## config.mk

```make
export PLATFORM = sky130hd
export DESIGN_NAME = wave_capture_buffer
export DESIGN_NICKNAME = d
export VERILOG_FILES = /design/src/rtl/wave_capture_buffer.sv
export SDC_FILE = /design/constraint.sdc
export NUM_CORES = 2
export LEC_CHECK = 0
export BUFFER_PORTS_ARGS = -buffer_cell sky130_fd_sc_hd__clkbuf_2
export CAP_MARGIN = 5
export CORE_MARGIN = 5
export CORE_UTILIZATION = 40
export CTS_BUF_LIST = sky130_fd_sc_hd__clkbuf_8
export DETAILED_ROUTE_END_ITERATION = 10
export SETUP_SLACK_MARGIN = 0.4
export SYNTH_ARGS = -nofsm -noshare
export SYNTH_HDL_FRONTEND = slang
export SYNTH_SLANG_ARGS = --single-unit
```

## constraint.sdc

```tcl
create_clock -name clk -period 4.41 [get_ports clk]
set_input_delay 0.2205 -clock clk [delete_from_list [all_inputs] [get_ports clk]]
set_output_delay 0.2205 -clock clk [all_outputs]
set_load 0.01 [all_outputs]
```

## src/rtl/wave_capture_buffer.sv

```systemverilog
// wave_capture_buffer: captures a triggered window of 2^ADDR_W audio samples
// into one bank of a two-bank RAM. It shows the other bank to the display and
// swaps the banks only on a vsync rising edge, so a frame never tears.
//
// Optional feature: define WAVE_CAPTURE_DECIM_EN to add the decim port.
// Only every 2^decim-th new_sample is then accepted.
//
// Ports:
//   clk          system clock (clk_100)
//   reset_n      asynchronous reset, active-low
//   new_sample   one-cycle strobe that qualifies sample
//   sample       signed audio sample, SAMPLE_W bits
//   vsync        display vertical sync (level, same clock domain)
//   freeze       level; while high, the displayed snapshot is held
//   rd_addr      display read address
//   rd_data      offset-binary sample at rd_addr, 1-cycle latency
//   disp_buf     index of the bank currently shown
//   capture_done one-cycle pulse when a window is complete
//   state_out    current FSM state (debug)
//   decim        (WAVE_CAPTURE_DECIM_EN only) log2 decimation factor
module wave_capture_buffer #(
  parameter int unsigned ADDR_W       = 8,
  parameter int unsigned SAMPLE_W     = 16,
  parameter int unsigned TRIG_TIMEOUT = 1024
) (
  input  logic                clk,
  input  logic                reset_n,
  input  logic                new_sample,
  input  logic [SAMPLE_W-1:0] sample,
  input  logic                vsync,
  input  logic                freeze,
  input  logic [ADDR_W-1:0]   rd_addr,
`ifdef WAVE_CAPTURE_DECIM_EN
  input  logic [1:0]          decim,
`endif
  output logic [7:0]          rd_data,
  output logic                disp_buf,
  output logic                capture_done,
  output logic [1:0]          state_out
);

  localparam int unsigned DEPTH = 1 << ADDR_W;
  localparam int unsigned TO_W  = (TRIG_TIMEOUT > 1) ? $clog2(TRIG_TIMEOUT) : 1;

  typedef enum logic [1:0] {
    ST_ARMED   = 2'd0,
    ST_ACTIVE  = 2'd1,
    ST_WAIT    = 2'd2,
    ST_ILLEGAL = 2'd3
  } state_t;

  state_t            state_q, state_d;
  logic [ADDR_W-1:0] wr_ptr_q, wr_ptr_d;
  logic [TO_W-1:0]   to_q, to_d;
  logic              prev_neg_q;
  logic              vsync_d;
  logic              disp_d;
  logic              done_d;
  logic              we;
  logic [ADDR_W-1:0] waddr;
  logic [7:0]        wdata;
  logic              sample_msb;
  logic              accept;
  logic              trig;

  // Two banks: {bank, addr}. Contents are deliberately not reset.
  logic [7:0] mem [2*DEPTH];

  // Only the top 8 bits of the sample are stored.
  logic unused_lsbs;
  assign unused_lsbs = ^sample[SAMPLE_W-9:0];

  assign sample_msb = sample[SAMPLE_W-1];
  // Offset binary: flip the sign bit of the top byte.
  assign wdata      = {~sample[SAMPLE_W-1], sample[SAMPLE_W-2 -: 7]};
  assign state_out  = state_q;

`ifdef WAVE_CAPTURE_DECIM_EN
  logic [1:0] decim_q;
  logic [2:0] dcnt_q, dcnt_d;
  logic [2:0] dmask;

  // Accept the last strobe of each group of 2^decim_q strobes.
  assign dmask  = 3'((4'd1 << decim_q) - 4'd1);
  assign accept = new_sample && (dcnt_q == dmask);

  // Decimation counter. It restarts on trigger, so a window is aligned to its first sample.
  always_comb begin
    dcnt_d = dcnt_q;
    if (new_sample) begin
      dcnt_d = accept ? 3'd0 : dcnt_q + 3'd1;
    end
    if (state_q == ST_ARMED && state_d == ST_ACTIVE) begin
      dcnt_d = 3'd0;
    end
  end

  // decim follows the port while armed and is frozen once a capture starts.
  always_ff @(posedge clk or negedge reset_n) begin
    if (!reset_n) begin
      decim_q <= 2'd0;
      dcnt_q  <= 3'd0;
    end else begin
      dcnt_q <= dcnt_d;
      if (state_q == ST_ARMED) begin
        decim_q <= decim;
      end
    end
  end
`else
  assign accept = new_sample;
`endif

  // Trigger on a rising zero crossing, or when the timeout expires.
  assign trig = (prev_neg_q && !sample_msb) || (to_q == TO_W'(TRIG_TIMEOUT - 1));

  // Next-state and datapath control
  always_comb begin
    state_d  = state_q;
    wr_ptr_d = wr_ptr_q;
    to_d     = to_q;
    disp_d   = disp_buf;
    done_d   = 1'b0;
    we       = 1'b0;
    waddr    = wr_ptr_q;
    case (state_q)
      ST_ARMED: begin
        if (accept) begin
          if (trig) begin
            we       = 1'b1;
            waddr    = '0;
            wr_ptr_d = ADDR_W'(1);
            to_d     = '0;
            state_d  = ST_ACTIVE;
          end else begin
            to_d = to_q + TO_W'(1);
          end
        end
      end
      ST_ACTIVE: begin
        if (accept) begin
          we       = 1'b1;
          wr_ptr_d = wr_ptr_q + ADDR_W'(1);
          if (wr_ptr_q == ADDR_W'(DEPTH - 1)) begin
            done_d  = 1'b1;
            state_d = ST_WAIT;
          end
        end
      end
      ST_WAIT: begin
        // Samples are dropped here. A swap happens only on an unfrozen vsync rise.
        if (vsync && !vsync_d && !freeze) begin
          disp_d  = ~disp_buf;
          state_d = ST_ARMED;
        end
      end
      default: state_d = ST_ARMED;
    endcase
  end

  // State and control registers
  always_ff @(posedge clk or negedge reset_n) begin
    if (!reset_n) begin
      state_q      <= ST_ARMED;
      wr_ptr_q     <= '0;
      to_q         <= '0;
      prev_neg_q   <= 1'b0;
      disp_buf     <= 1'b0;
      capture_done <= 1'b0;
      vsync_d      <= 1'b0;
    end else begin
      state_q      <= state_d;
      wr_ptr_q     <= wr_ptr_d;
      to_q         <= to_d;
      disp_buf     <= disp_d;
      capture_done <= done_d;
      vsync_d      <= vsync;
      if (accept) begin
        prev_neg_q <= sample_msb;
      end
    end
  end

  // Write port: always into the hidden bank
  always_ff @(posedge clk) begin
    if (we) begin
      mem[{~disp_buf, waddr}] <= wdata;
    end
  end

  // Read port: registered read from the displayed bank
  always_ff @(posedge clk or negedge reset_n) begin
    if (!reset_n) begin
      rd_data <= 8'h00;
    end else begin
      rd_data <= mem[{disp_buf, rd_addr}];
    end
  end

endmodule

```

; Yosys cells after proc, flatten, opt, wreduce, memory -nomap -nowiden
; Memories as Yosys holds them, arrays and structs flattened. A register that Yosys moved wholly into a read port is not among the register bits.
; Cells that the tools add are included.
[word_totals]
regBits = 24
ram_bits = 4096
latchBits = 0
romBits = 0
elab_cells = 58
n_memories = 1
[mem_list]
columns = name, words, word_bits, rd, rd_clocked_by_memory_dff, write_ports, line_no
row1 = mem, 512, 8, 1, 1, 1, 67  ; logic [7:0] mem [2*DEPTH];
[op_classes]
magnitude_cmp = 0
n_mux = 23
div_mod_pow = 0
mul = 0
shift = 0
eq_ne = 9
n_reduce_logical = 14
addsub = 2
n_bitwise = 2
[ops]
columns = cell, n
row1 = $mux 8, 6
row2 = $pmux 8 s2, 1
row3 = $add 10x1->10 const B, 1
row4 = $eq 10x10->1 const B, 1
row5 = $mux 10, 1
row6 = $mux 2, 5
row7 = $ne 2x2->1 const B, 5
row8 = $add 8x1->8 const B, 1
row9 = $eq 8x8->1 const B, 1
row10 = $mux 1, 8
row11 = $pmux 2 s3, 1
row12 = $reduce_and 5->1, 1
row13 = $logic_not 1->1, 4
row14 = $reduce_and 2->1, 2
row15 = $reduce_and 4->1, 1
row16 = $logic_and 1x1->1, 3
row17 = $eq 2x1->1 const B, 1
row18 = $eq 2x2->1 const B, 1
row19 = $logic_not 2->1, 1
row20 = $not 1->1, 2
row21 = $pmux 1 s2, 1
row22 = $reduce_bool 2->1, 1
row23 = $logic_or 1x1->1, 1

; Longest topological paths before layout
[depth]
ltp_word = 8
depth_mapped = 12

; Least setup slack after synthesis
; No wires, ideal clock.
[synth_path]
path_kind = input -> register
startpoint = input port sample[15]
endpoint = memory mem[129][0], enable pin
path_stages = 8
required_ns = 4.040
setup_slack_ns = -3.557
n_path_buf = 3
setup_ns = 0.370
arrival_ns = 7.597
cell_sequence = inv_1 -> a32o_1 -> clkbuf_1 -> and2_1 -> buf_2 -> o21ai_1 -> buf_2 -> nor2_1
[synth_via]
elab_chain_len = 8
[synth_lines]
columns = element, line_no
row1 = start: declaration, 29  ; input logic [SAMPLE_W-1:0] sample,
row2 = $logic_not 1->1 (*), 115  ; assign trig = (prev_neg_q && !sample_msb) || (to_q == TO_W'(TRIG_TIMEOUT - 1));
row3 = $logic_and 1x1->1 (*), 115
row4 = $logic_or 1x1->1 (*), 115
row5 = $mux 1, 129  ; if (trig) begin
row6 = $mux 1, 128  ; if (accept) begin
row7 = $pmux 1 s2, 126  ; case (state_q)
row8 = $mux 1, 186  ; if (we) begin
row9 = $mux 1 (not written as such), 187  ; mem[{~disp_buf, waddr}] <= wdata;
row10 = end: declaration, 67
; Every way passes the cells marked *; elsewhere a longest branch is shown, timed or not.

; Final worst setup path
[layout_path]
startpoint = register to_q[0]
endpoint = memory mem[172][0], enable pin
[layout_via]
elab_chain_len = 7
[layout_lines]
columns = element, line_no
row1 = start: declaration, 54  ; logic [TO_W-1:0] to_q, to_d;
row2 = start signal: assignment, 174  ; to_q <= to_d;
row3 = $eq 10x10->1 (*), 115
row4 = $logic_or 1x1->1 (*), 115
row5 = $mux 1, 129
row6 = $mux 1, 128
row7 = $pmux 1 s2, 126
row8 = $mux 1, 186
row9 = $mux 1 (not written as such), 187
; Marks and branches as above.

==> impl_metrics.env <==
export IMPL_outcome="completed"
export IMPL_end_kind="flip-flop"
export IMPL_cts_root_buf="clkbuf_8"
export IMPL_holdCritPathClass="in -> reg"
export IMPL_avgSynthCellArea_um2=19.6
export IMPL_syn_to_final_growth_pct=12.6
export IMPL_syn_nets=8259
export IMPL_slew_headroom=0.0896
export IMPL_layout_drive_gt1_share=0.211
export IMPL_antenna_left=0
export IMPL_grt_max_degree=189
export IMPL_viasPerCell=5.70
export IMPL_layout_common_cells="4096 x edfxtp_1, 768 x mux2i_1, 673 x clkbuf_8"
export IMPL_synth_top_area_share=0.761
export IMPL_cp_required_ns=5.21
export IMPL_clkTransAtPathRegs_ns=0.06
export IMPL_cts_buffers=658
export IMPL_gp_routability_congestion=0.862
export IMPL_core_um2=403000
export IMPL_tritoncts="yes"
export IMPL_p_leak_nw=58.3
export IMPL_post_synth_top_area_cell="edfxtp_1"
export IMPL_finClkSkew_ns=0.0932
export IMPL_clock_latency_ns=1.21
export IMPL_ir_worst_vdd_mv=0.410
export IMPL_place_ws_ns=0.393
export IMPL_synth_edf_count=4096
export IMPL_final_setup_worst_slack_ns=0.357
export IMPL_rows=233
export IMPL_final_common_cell="edfxtp_1"
export IMPL_path_class="reg -> reg"
export IMPL_worstPathArrival_ns=4.85
export IMPL_clock_sinks=4128
export IMPL_drt_initial_drc_count=9540
export IMPL_clock_path_buffers=4
export IMPL_min_period_ns=4.05
export IMPL_post_cts_buffers=0
export IMPL_fillers=34000
export IMPL_drv_slew=0
export IMPL_async_flop_share=0.00775
export IMPL_yosysSeqAreaShare=0.766
export IMPL_grt_usage=0.198
export IMPL_drc=0
export IMPL_wl_mm=423
export IMPL_synthFlopType="edfxtp_1"
export IMPL_wl_per_cell_um=28.7
export IMPL_die_area_um2=417000
export IMPL_vias=83900
export IMPL_synth_area_um2=162000
export IMPL_startpoint_type="flip-flop"
export IMPL_cts_htree_levels=6
export IMPL_portBuffers=32
export IMPL_chipHeight_um=645
export IMPL_maxCapViolations=0
export IMPL_synthTopCellsByArea="edfxtp_1 76%, mux4_2 9.2%, mux2i_1 4.8%"
export IMPL_netlist_instances=8228
export IMPL_synth_distinct_cells=66
export IMPL_grt_pass1_wl_mm=608
export IMPL_power_mw=79.0
export IMPL_first_global_vias=84900
export IMPL_fin_nets=8825
export IMPL_overflow=0
export IMPL_max_freq_mhz=247
export IMPL_power_density_nw_per_um2=435
export IMPL_crit_path_start="to_q[0]"
export IMPL_hold_viol=0
export IMPL_synth_seq_cells=4128
export IMPL_dpl_hpwl_mm=257
export IMPL_worst_pin_slew_ns=1.36
export IMPL_setup_viol=0
export IMPL_rrSetupSlack_ns=0.36
export IMPL_reg2reg_from="to_q[0]"
export IMPL_start_util=0.401
export IMPL_period_share=0.919
export IMPL_timing_rr_end="mem[172][0]"
export IMPL_reg2reg_depth=9
export IMPL_endpoint="mem[172][0]"
export IMPL_grt_setup_unrepaired="yes"
export IMPL_first_pass_iters=6
export IMPL_cp_max_fo=16
export IMPL_io_pins=41
export IMPL_antenna_found_initial=21
export IMPL_die_x_um=645
export IMPL_ys_warn_count=0
## worst min-delay path by stage
| stage | from | end | slack [ns] | depth (start not counted) |
|---|---|---|---|---|
| CTS | vsync | disp_buf | 0.05 | 6 |
| global placement | vsync | vsync_d | 0.34 | 1 |
| detailed placement | vsync | vsync_d | 0.35 | 1 |
| finish | sample[10] | mem[5][2] | 0.18 | 3 |
| floorplan | reset_n | capture_done | -0.08 | 0 |
| global route | sample[10] | mem[5][2] | 0.12 | 3 |
## power breakdown
group          internal [mW]  switching, mW  total [mW]
combinational           1.61           3.86        5.47
clock                   14.9           15.0        30.0
sequential              43.4          0.244        43.6
total                   59.9           19.1        79.0
## routing by layer
layer | vias to the layer above | share of wire | wire [µm] | GRT usage
met3 | 706 | 0.086 | 36400 | 0.0393
met4 | 2 | 0.034 | 14300 | 0.0656
met1 | 44000 | 0.40 | 171000 | 0.275
met5 | - | 0.000028 | 12 | 0
li1 | 35300 | - | - | -
met2 | 3878 | 0.48 | 201000 | 0.315
## synthesized netlist by cell type, types with 12 or more instances
library cell     n
a21oi_1        178
clkbuf_1       275
o221ai_1       368
mux2_2          15
buf_1           31
buf_6           63
mux2i_1        768
nand3_1         62
nand2_1        158
o22ai_1        180
nor3_1          99
nor2_1         670
o211a_1         14
dfrtp_1         32
buf_4           47
edfxtp_1      4096
a22oi_1         53
mux4_2         657
buf_2           71
o21ai_0        155
nor4_1          12
buf_8           31
nand4_1         44
## registers in the layout, indices dropped and copies added (netlist names)
| name | count |
|---|---|
| wr_ptr_q | 8 |
| to_q | 10 |
| prev_neg_q | 1 |
| state_out | 2 |
| mem | 4096 |
| vsync_d | 1 |
| disp_buf | 1 |
| capture_done | 1 |
| rd_data | 8 |
## per-stage QoR
stage / cells / utilization / cell area, µm² / TNS (ns) / hold WS (ns)
after floorplan: 8228 / - / 162000 / -7823.96 / -0.0751
after global placement: 13500 / 0.421 / 170000 / 0 / 0.345
after detailed placement: 13500 / 0.421 / 170000 / 0 / 0.349
after CTS: 14700 / 0.451 / 182000 / 0 / 0.0469
after global routing: 14700 / 0.452 / 182000 / 0 / 0.125
final: 14700 / 0.452 / 182000 / 0 / 0.178
## cells by family (layout without fill, tap and decap cells)
logic type	after synthesis	in the layout	share of synthesized area
muxes	1440	1440	0.140
adders and majority gates	2	2	0.000155
other	0	6	0
xor gates and xnor gates	7	7	0.000380
DFF	4128	4128	0.766
buffers and inverters	537	1615	0.0202
AOI/OAI and AO/OA	1013	1013	0.0438
and+or+nand+nor	1101	1101	0.0288
## critical path: stages, from the launching register on
cell and delay [ns]:
dfrtp_1 0.42, ha_1 0.26, and4_1 0.27, a32o_2 0.37, nand2_1 0.22, nand2_1 0.09, nor2_1 0.30, buf_4 0.26
nand2_1 0.63, nor2_1 0.83
## layout make-up
class | instances | area, µm² | share of cell area
antenna | 6 | 15.0 | 0.0000826
clock buffer | 673 | 9260 | 0.0509
clock inverter | 499 | 2620 | 0.0144
inverter | 9 | 46.3 | 0.000255
multi-input combinational | 3563 | 34800 | 0.191
sequential | 4128 | 124000 | 0.681
tap | 5405 | 6760 | 0.0372
timing repair buffer | 434 | 4540 | 0.0250
## timing repair
action / in CTS / in global routing
hold buffers: 22 / 0
setup endpoints to repair: 0 / 683
gates resized for setup: 0 / 42
endpoints found under the hold margin: 2970 / 0
(Power assumes the default switching activity.)
